**src/rtl/seq_multiplier_pkg.sv**
```systemverilog
// Shared arithmetic definitions for the sequential multiply/divide units:
// FSM state encoding and the operand magnitude/sign split.
package seq_multiplier_pkg;

  typedef enum logic [1:0] {
    IDLE = 2'd0,
    CALC = 2'd1,
    FIX  = 2'd2,
    DONE = 2'd3
  } state_e;

  // Wide enough for any operand width the datapath units are built with.
  localparam int unsigned MAG_W = 128;
  typedef logic [MAG_W-1:0] mag_t;

  // Magnitude of the low 'width' bits of value; two's-complement negation is
  // applied only for signed operands whose sign bit is set.
  function automatic mag_t abs_mag(input mag_t value, input int unsigned width,
                                   input logic signed_mode);
    mag_t mask;
    mask = '1;
    mask = mask >> (MAG_W - width);
    if (signed_mode && value[width-1]) begin
      return (~value + mag_t'(1)) & mask;
    end
    return value & mask;
  endfunction

endpackage

```
**src/rtl/seq_multiplier_if.sv**
```systemverilog
// Operand/result valid-ready bundle for seq_multiplier.
interface seq_multiplier_if #(
  parameter int unsigned SIZE = 32
);
  logic                in_valid;
  logic                in_ready;
  logic                signed_mode;
  logic [SIZE-1:0]     fir_num;
  logic [SIZE-1:0]     sec_num;
  logic                out_valid;
  logic                out_ready;
  logic [2*SIZE-1:0]   product;

  modport master (
    output in_valid, signed_mode, fir_num, sec_num, out_ready,
    input  in_ready, out_valid, product
  );

  modport slave (
    input  in_valid, signed_mode, fir_num, sec_num, out_ready,
    output in_ready, out_valid, product
  );
endinterface

```
**src/rtl/seq_multiplier_adder.sv**
```systemverilog
// adderNU: N-bit unsigned adder; clk/rst are carried on the port list so it
// drops into the existing datapath wiring, the sum itself is combinational.
module adderNU #(
  parameter int unsigned N = 8
) (
  input  logic         clk,
  input  logic         rst,
  input  logic [N-1:0] a,
  input  logic [N-1:0] b,
  output logic [N-1:0] sum
);
  logic unused_ctl;

  assign unused_ctl = clk ^ rst;
  assign sum        = a + b;
endmodule

```
**src/rtl/seq_multiplier.sv**
```systemverilog
// Shift-add multiplier: one partial product per clock over SIZE clocks,
// signed operands handled by magnitude multiply plus a final sign fix.
module seq_multiplier
  import seq_multiplier_pkg::*;
#(
  parameter int unsigned SIZE = 32
) (
  input  logic             clk,
  input  logic             rst,
  seq_multiplier_if.slave  bus
);
  localparam int unsigned        CNT_W = $clog2(SIZE);
  localparam logic [CNT_W-1:0]   LAST  = CNT_W'(SIZE - 1);

  state_e              state_q, state_d;
  logic [CNT_W-1:0]    cnt_q, cnt_d;
  logic [SIZE-1:0]     hi_q, hi_d;
  logic [SIZE-1:0]     lo_q, lo_d;
  logic [SIZE-1:0]     mcand_q, mcand_d;
  logic                neg_q, neg_d;
  logic                out_valid_q, out_valid_d;
  logic [2*SIZE-1:0]   product_q, product_d;

  mag_t                fir_abs, sec_abs;
  logic                unused_mag_hi;
  logic [SIZE:0]       add_b, add_sum;
  logic [2*SIZE-1:0]   acc;

  assign fir_abs       = abs_mag(MAG_W'(bus.fir_num), SIZE, bus.signed_mode);
  assign sec_abs       = abs_mag(MAG_W'(bus.sec_num), SIZE, bus.signed_mode);
  assign unused_mag_hi = ^{fir_abs[MAG_W-1:SIZE], sec_abs[MAG_W-1:SIZE]};

  // Low half of the accumulator doubles as the multiplier shift register.
  assign add_b = lo_q[0] ? {1'b0, mcand_q} : '0;
  assign acc   = {hi_q, lo_q};

  adderNU #(
    .N(SIZE + 1)
  ) u_add (
    .clk (clk),
    .rst (rst),
    .a   ({1'b0, hi_q}),
    .b   (add_b),
    .sum (add_sum)
  );

  assign bus.in_ready  = (state_q == IDLE) && !rst;
  assign bus.out_valid = out_valid_q;
  assign bus.product   = product_q;

  always_comb begin
    state_d     = state_q;
    cnt_d       = cnt_q;
    hi_d        = hi_q;
    lo_d        = lo_q;
    mcand_d     = mcand_q;
    neg_d       = neg_q;
    out_valid_d = out_valid_q;
    product_d   = product_q;
    case (state_q)
      IDLE: begin
        if (bus.in_valid && bus.in_ready) begin
          hi_d    = '0;
          lo_d    = fir_abs[SIZE-1:0];
          mcand_d = sec_abs[SIZE-1:0];
          neg_d   = bus.signed_mode && (bus.fir_num[SIZE-1] ^ bus.sec_num[SIZE-1]);
          cnt_d   = '0;
          state_d = CALC;
        end
      end
      CALC: begin
        // {carry, hi, mplier} >> 1 after the conditional add
        hi_d  = add_sum[SIZE:1];
        lo_d  = {add_sum[0], lo_q[SIZE-1:1]};
        cnt_d = cnt_q + CNT_W'(1);
        if (cnt_q == LAST) begin
          state_d = FIX;
        end
      end
      FIX: begin
        product_d   = neg_q ? (~acc + (2*SIZE)'(1)) : acc;
        out_valid_d = 1'b1;
        state_d     = DONE;
      end
      DONE: begin
        if (bus.out_ready) begin
          out_valid_d = 1'b0;
          state_d     = IDLE;
        end
      end
      default: state_d = IDLE;
    endcase
  end

  always_ff @(posedge clk) begin
    if (rst) begin
      state_q     <= IDLE;
      cnt_q       <= '0;
      hi_q        <= '0;
      lo_q        <= '0;
      mcand_q     <= '0;
      neg_q       <= 1'b0;
      out_valid_q <= 1'b0;
      product_q   <= '0;
    end else begin
      state_q     <= state_d;
      cnt_q       <= cnt_d;
      hi_q        <= hi_d;
      lo_q        <= lo_d;
      mcand_q     <= mcand_d;
      neg_q       <= neg_d;
      out_valid_q <= out_valid_d;
      product_q   <= product_d;
    end
  end

endmodule

```
**src/flat_wrapper.sv**
```systemverilog
// flat-port wrapper written by rule: the top's interface ports become plain ports
module seq_multiplier_flat import seq_multiplier_pkg::*;
#(
  parameter int unsigned SIZE = 32
)
  (clk, rst, bus_in_valid, bus_signed_mode, bus_fir_num, bus_sec_num, bus_out_ready, bus_in_ready, bus_out_valid, bus_product);
  seq_multiplier_if #(.SIZE(SIZE)) bus_i ();
  input  logic clk;
  input  logic rst;
  input wire logic [$bits(bus_i.in_valid)-1:0] bus_in_valid;
  input wire logic [$bits(bus_i.signed_mode)-1:0] bus_signed_mode;
  input wire logic [$bits(bus_i.fir_num)-1:0] bus_fir_num;
  input wire logic [$bits(bus_i.sec_num)-1:0] bus_sec_num;
  input wire logic [$bits(bus_i.out_ready)-1:0] bus_out_ready;
  output wire logic [$bits(bus_i.in_ready)-1:0] bus_in_ready;
  output wire logic [$bits(bus_i.out_valid)-1:0] bus_out_valid;
  output wire logic [$bits(bus_i.product)-1:0] bus_product;
  assign bus_i.in_valid = bus_in_valid;
  assign bus_i.signed_mode = bus_signed_mode;
  assign bus_i.fir_num = bus_fir_num;
  assign bus_i.sec_num = bus_sec_num;
  assign bus_i.out_ready = bus_out_ready;
  assign bus_in_ready = bus_i.in_ready;
  assign bus_out_valid = bus_i.out_valid;
  assign bus_product = bus_i.product;
  seq_multiplier #(.SIZE(SIZE)) u_core (.clk(clk), .rst(rst), .bus(bus_i));
endmodule
```
**config.mk**
```make
export PLATFORM = sky130hd
export DESIGN_NAME = seq_multiplier_flat
export DESIGN_NICKNAME = d
export VERILOG_FILES = /design/src/rtl/seq_multiplier_pkg.sv /design/src/rtl/seq_multiplier_if.sv /design/src/rtl/seq_multiplier_adder.sv /design/src/rtl/seq_multiplier.sv /design/src/flat_wrapper.sv
export SDC_FILE = /design/constraint.sdc
export NUM_CORES = 1
export LEC_CHECK = 0
export CORE_MARGIN = 2
export CORE_UTILIZATION = 30
export DETAILED_ROUTE_END_ITERATION = 10
export PLACE_DENSITY = 0.59
export SLEW_MARGIN = 20
export SYNTH_ARGS = -nofsm -noshare
export SYNTH_HDL_FRONTEND = slang
export SYNTH_HIERARCHICAL = 1
export SYNTH_SLANG_ARGS = --single-unit
```
**constraint.sdc**
```tcl
create_clock -name clk -period 3.87 [get_ports clk]
set_clock_uncertainty 0.15 [all_clocks]
set_input_delay 0.387 -clock clk [delete_from_list [all_inputs] [get_ports clk]]
set_output_delay 0.387 -clock clk [all_outputs]
set_load 0.01 [all_outputs]
```
After elaboration in Yosys (flattened, before gate mapping)
Index checks and enable logic that the tools add are counted.

Register bits: 169. Bits of input ports: 69. Memories: 0. Word-level logic and storage cells: 57. Output and inout bits: 66. ROM bits: 0. Bits in latches: 0. RAM bits: 0.

Equal/unequal tests: 7. $mul: 0. Bitwise logic cells: 4. Multiplexer cells: 20. $add $sub $neg: 5. Magnitude comparators: 0. Shifts and indexed selects: 0. Reductions and logical operators: 13. Divide/modulo/power cells: 0.

Operators by type and width (number): $mux W32 (7); $pmux W32 S2 (2); $add A32 B1 Y32 const B (2); $add A64 B1 Y64 const B (1); $mux W64 (1); $not A32 Y32 (2); $not A64 Y64 (1); $add A32 B33 Y33 (1); $pmux W5 S2 (1); $pmux W2 S4 (1); $mux W2 (3); $reduce_and A2 Y1 (3); $add A5 B1 Y5 const B (1); $eq A5 B5 Y1 const B (1); $logic_and A1 B1 Y1 (5); $mux W5 (1); $eq A2 B2 Y1 const B (2); $ne A2 B2 Y1 const B (2); $reduce_bool A2 Y1 (2); $mux W1 (3); $reduce_and A3 Y1 (1); $eq A2 B1 Y1 const B (1); $logic_not A2 Y1 (1); $ne A2 B1 Y1 const B (1); 3 further kinds (3).

Logic depth before layout (Yosys ltp)
Depth in word-level cells: 6. Depth in mapped cells: 13. Mapped depth without buffers: 11.

Hierarchy
The synthesis kept the hierarchy.

Modules (own cells, without submodules): seq_multiplier (sequential area each 3383.2 um^2, instances 1, area each 9328.9 um^2, cells an instance 1139); adderNU (sequential area each 0.0 um^2, instances 1, area each 1940.6 um^2, cells an instance 273).

Least setup slack after synthesis
No wires, ideal clock.

Path kind: reg2reg. Start point: register u_core.lo_q[0]. End point: register u_core.hi_q[28]. Path slack: 0.841 ns. Stages on the path, launching flop included: 14. Buffers on the path: 3. Period minus slack after synthesis: 3.029 ns. Library setup time: 0.128 ns. Required time: 3.592 ns. Data arrival time: 2.752 ns. Path through: dfxtp_1 > buf_2 > clkbuf_1 > and2_1 > ha_1 > buf_6 > a21oi_2 > o21ai_1 > a22o_1 > o311a_4 > or4_1 > and4_1 > a22oi_1 > nor2_1.

Longest elaborated chain between the ends: 3.

RTL lines: start, declared (RTL line seq_multiplier.sv:18) `logic [SIZE-1:0] lo_q, lo_d;`; start signal, assigned (RTL line seq_multiplier.sv:109) `lo_q <= lo_d;`; $mux W32 (RTL line seq_multiplier.sv:34) `assign add_b = lo_q[0] ? {1'b0, mcand_q} : '0;`; via u_core.add_b[12] (RTL line seq_multiplier.sv:26) `logic [SIZE:0] add_b, add_sum;`; $add A32 B33 Y33 (RTL line seq_multiplier_adder.sv:15) `assign sum = a + b;`; via u_core.add_sum[29] (RTL line seq_multiplier.sv:26); $pmux W32 S2 (RTL line seq_multiplier.sv:60) `case (state_q)`; end signal, assigned (RTL line seq_multiplier.sv:108) `hi_q <= hi_d;`; end, declared (RTL line seq_multiplier.sv:17) `logic [SIZE-1:0] hi_q, hi_d;`.

The timed path passes the listed nets, and every way through them passes these cells. A chain may end at the register's enable or synchronous reset.

Final worst setup path
Start point: register u_core.lo_q[0]. End point: register u_core.hi_q[21].

Same word-level chain as after synthesis.

==> flow_summary.yaml <==
clock_network:
  cts_buffer_depth: 2
  insertion_delay_ps: 440
  cts_tree: "built"
  clock_sinks: 169
  clockRootBuffer: "clkbuf_16"
  clk_pin_slew_ps: 70
  post_cts_buffers: 0
  cts_made_buffers: 17
  ctsHtreeMaxLevel: 4
power:
  vdd_ir_drop_max_mv: 0.257
  comb_power_share_pct: 38.4
  p_int_mw: 4.01
  p_leak_nw: 4.79
  switching_power_mw: 2.78
  clkPwrFrac_pct: 27.0
  swShare_pct: 41.0
  power_density_mw_per_mm2: 500
  seqPwrFrac_pct: 34.5
synthesis:
  yosysWarningCount: 6
  synthTopCellsByArea: "dfxtp_1 30%, xor2_1 6.6%, nor2_1 5.0%"
  synth_seq_area_share_pct: 30.0
  synth.ff_latch_count: 169
  async_flop_share_pct: 0
  synth_top_area_share_pct: 30.0
  yosysTopAreaCell: "dfxtp_1"
  synthFlopType: "dfxtp_1"
  synthCells: 1412
  synth.distinct_cells: 80
  synth_area_mm2: 0.0113
  synth_edf_count: 0
  avgSynthCellArea_um2: 7.98
grt:
  met2_usage_pct: 26.6
  grt_max_degree: 100
  grt.overflow.total: 0
  grt_pass1_vias: 10017
  grtUsageTotal_pct: 17.3
  grt_antenna_before_repair: 0
  met3_usage_pct: 2.45
  use_met1_pct: 25.1
  grt.busiest_layer: "met2"
  grt_pass1_wl_um: 54400
final_layout:
  diodes: 0
  nFillCells: 3843
  multi_input_area_mm2: 0.00739
  regArea_mm2: 0.00339
  final_nets: 1598
  fin_area_mm2: 0.0136
  area_delta_synth_final_pct: 20.5
  drive_above_1_share_pct: 7.00
setup_path:
  crit_required_ps: 4010
  crit_path_start_kind: "flip-flop"
  critPathKind: "flip-flop to flip-flop"
  arrival_ps: 3580
  slowest_stage: "dfxtp_2"
  cp-end-kind: "flip-flop"
  path_max_fanout: 27
  path_cells: "and2_1 > ha_1 > fa_1 > a211o_1 > a211oi_1 > nor3_1 > o21ai_0 > nor4b_1 > a311oi_1 > a22oi_1 > nor2_1"
  cp_slowest_stage_delay_ps: 460
route:
  drc: 0
  viasPerCell: 5.34
  dr.pass1.iters: 5
  detail_route.wirelength_um: 33900
  wl_per_cell_um: 17.2
  drtIter0Drc: 643
  antenna_left: 0
  dr_total_vias: 10512
timing:
  post-route-period-util_pct: 88.9
  fmax_mhz: 291
  hold_viol: 0
  slew_headroom_pct: 35.0
  tightestPinTransition_ps: 975
  rsz0062_at_grt: "false"
  fin_crit_ps: 3440
  finalMaxSlewViolations: 0
  setup-violations-final: 0
  final.setup.tns_ps: 0
floorplan:
  row_count: 70
  initial_core_util_pct: 30.6
  die_y_um: 198
  core_area_mm2: 0.0368
  pin_count: 135
  die_x_um: 198
  fp.dieArea_mm2: 0.0391
place:
  hpwl_um: 25800
  gp_congestion: 0.913
  port_buffers: 134
  placed_cell_area_mm2: 0.0129
outcome:
  status: "finished, final reports clean"
min_path:
  min_path_type: "flip-flop to flip-flop"
job:
  cap_violations: 0
[worst paths after layout]
kind	startpoint	end	slack (ps)	depth (start not counted)
hold / removal	u_core/bus.product[59]	u_core/bus.product[59]	310	2
hold reg to reg	u_core/bus.product[59]	u_core/bus.product[59]	310	2
setup reg to reg	u_core/lo_q[0]	u_core/hi_q[21]	430	11
setup / recovery	u_core/lo_q[0]	u_core/hi_q[21]	430	11
[power groups by stage]
stage | Combinational (mW) | Clock [mW] | Sequential (mW)
after global placement | 2.58 | 0 | 2.39
after detailed placement | 2.60 | 0 | 2.39
after CTS | 2.61 | 1.88 | 2.35
after floorplan | 1.77 | 0 | 2.29
after global routing | 2.88 | 1.95 | 2.39
final | 2.61 | 1.84 | 2.35
[area by class of cell]
cell class                      count  share of cell area, %
Multi-Input combinational cell   1124                   54.5
Clock buffer                       17                   3.13
Tap cell                          468                   4.31
Inverter                           22                  0.608
Sequential cell                   169                   24.9
Clock inverter                     15                   1.60
Timing Repair Buffer              152                   10.9
[per-stage QoR]
stage | instances | total power, mW | hold slack [ps] | setup slack (ps) | util (%)
after floorplan | 1413 | 4.06 | 300 | 841 | -
after global placement | 1935 | 4.97 | 287 | 332 | 35.1
after detailed placement | 1935 | 4.99 | 296 | 327 | 35.1
after CTS | 1967 | 6.84 | 309 | 298 | 36.9
after global routing | 1967 | 7.22 | 327 | 111 | 36.9
final | 1967 | 6.79 | 307 | 430 | 36.9
[cells by family after synthesis]
group / after synthesis / share of synthesized area, %
simple gates: 507 / 23.1
compound gates: 421 / 25.5
flops: 169 / 30.0
xor+xnor: 136 / 10.6
buf+inv: 120 / 4.65
fa+ha+maj: 43 / 4.84
mux: 15 / 1.35
other cells: 1 / 0.0333
[state kept, by name, summed over array words and instances, names as in the netlist]
| signal | flops |
|---|---|
| u_core/mcand_q | 32 |
| u_core/hi_q | 32 |
| u_core/cnt_q | 5 |
| u_core/bus.out_valid | 1 |
| u_core/neg_q | 1 |
| u_core/lo_q | 32 |
| u_core/bus.product | 64 |
| u_core/state_q | 2 |
[critical path: cells and delay by family (launching register included)]
kind                       cells  cell delay, ps
DFF                            1             460
AOI/OAI and AO/OA              5            1290
adders and majority gates      2             660
and+or+nand+nor                4             740
[synth_stat cells (6+ instances only)]
| cell | count |
|---|---|
| nor2_1 | 150 |
| xor2_1 | 85 |
| nand3b_1 | 31 |
| clkbuf_1 | 78 |
| a21oi_1 | 68 |
| a21o_1 | 9 |
| or3_1 | 23 |
| buf_2 | 6 |
| buf_6 | 7 |
| xnor2_1 | 51 |
| o41ai_2 | 8 |
| a22oi_1 | 37 |
| or2_2 | 8 |
| nand2_1 | 111 |
| nor2b_1 | 7 |
| o211ai_1 | 8 |
| o41ai_1 | 21 |
| nand4_1 | 9 |
| o21ai_0 | 105 |
| o21a_1 | 13 |
| o21ai_1 | 9 |
| ha_1 | 42 |
| nor4_1 | 17 |
| or4_1 | 16 |
| and2_1 | 35 |
| nand3_1 | 31 |
| a211oi_1 | 46 |
| o31ai_1 | 31 |
| dfxtp_1 | 169 |
| inv_1 | 22 |
| mux2i_1 | 13 |
| nor3_1 | 28 |
| a31oi_1 | 21 |
| nand2b_1 | 10 |
[cells in the final DEF (no fill, tap or decap), types with 18 or more instances in the layout]
cell             count
clkdlybuf4s50_1    133
o31ai_1             31
xor2_1              85
nand2_1            110
xnor2_1             51
a31oi_1             21
nor2_1             149
a211oi_1            46
o41ai_1             21
buf_4               18
inv_1               22
dfxtp_1            167
a22oi_1             37
ha_1                41
nor3_1              28
a21oi_1             67
and2_1              35
nand3_1             31
or3_1               23
o21ai_0            104
nand3b_1            31
[repair_timing]
item | in CTS | in global routing
hold buffers | 0 | 0
resized for setup | 0 | 1
setup endpoints to repair | 0 | 4
[layer usage]
layer  part of all wire (%)  vias to the layer above
met3                    3.6                       40
met2                     44                      219
li1                       -                     5318
met1                     51                     4935
met4                    1.9                        0
met5                      0                        -
(Power assumes the default switching activity.)
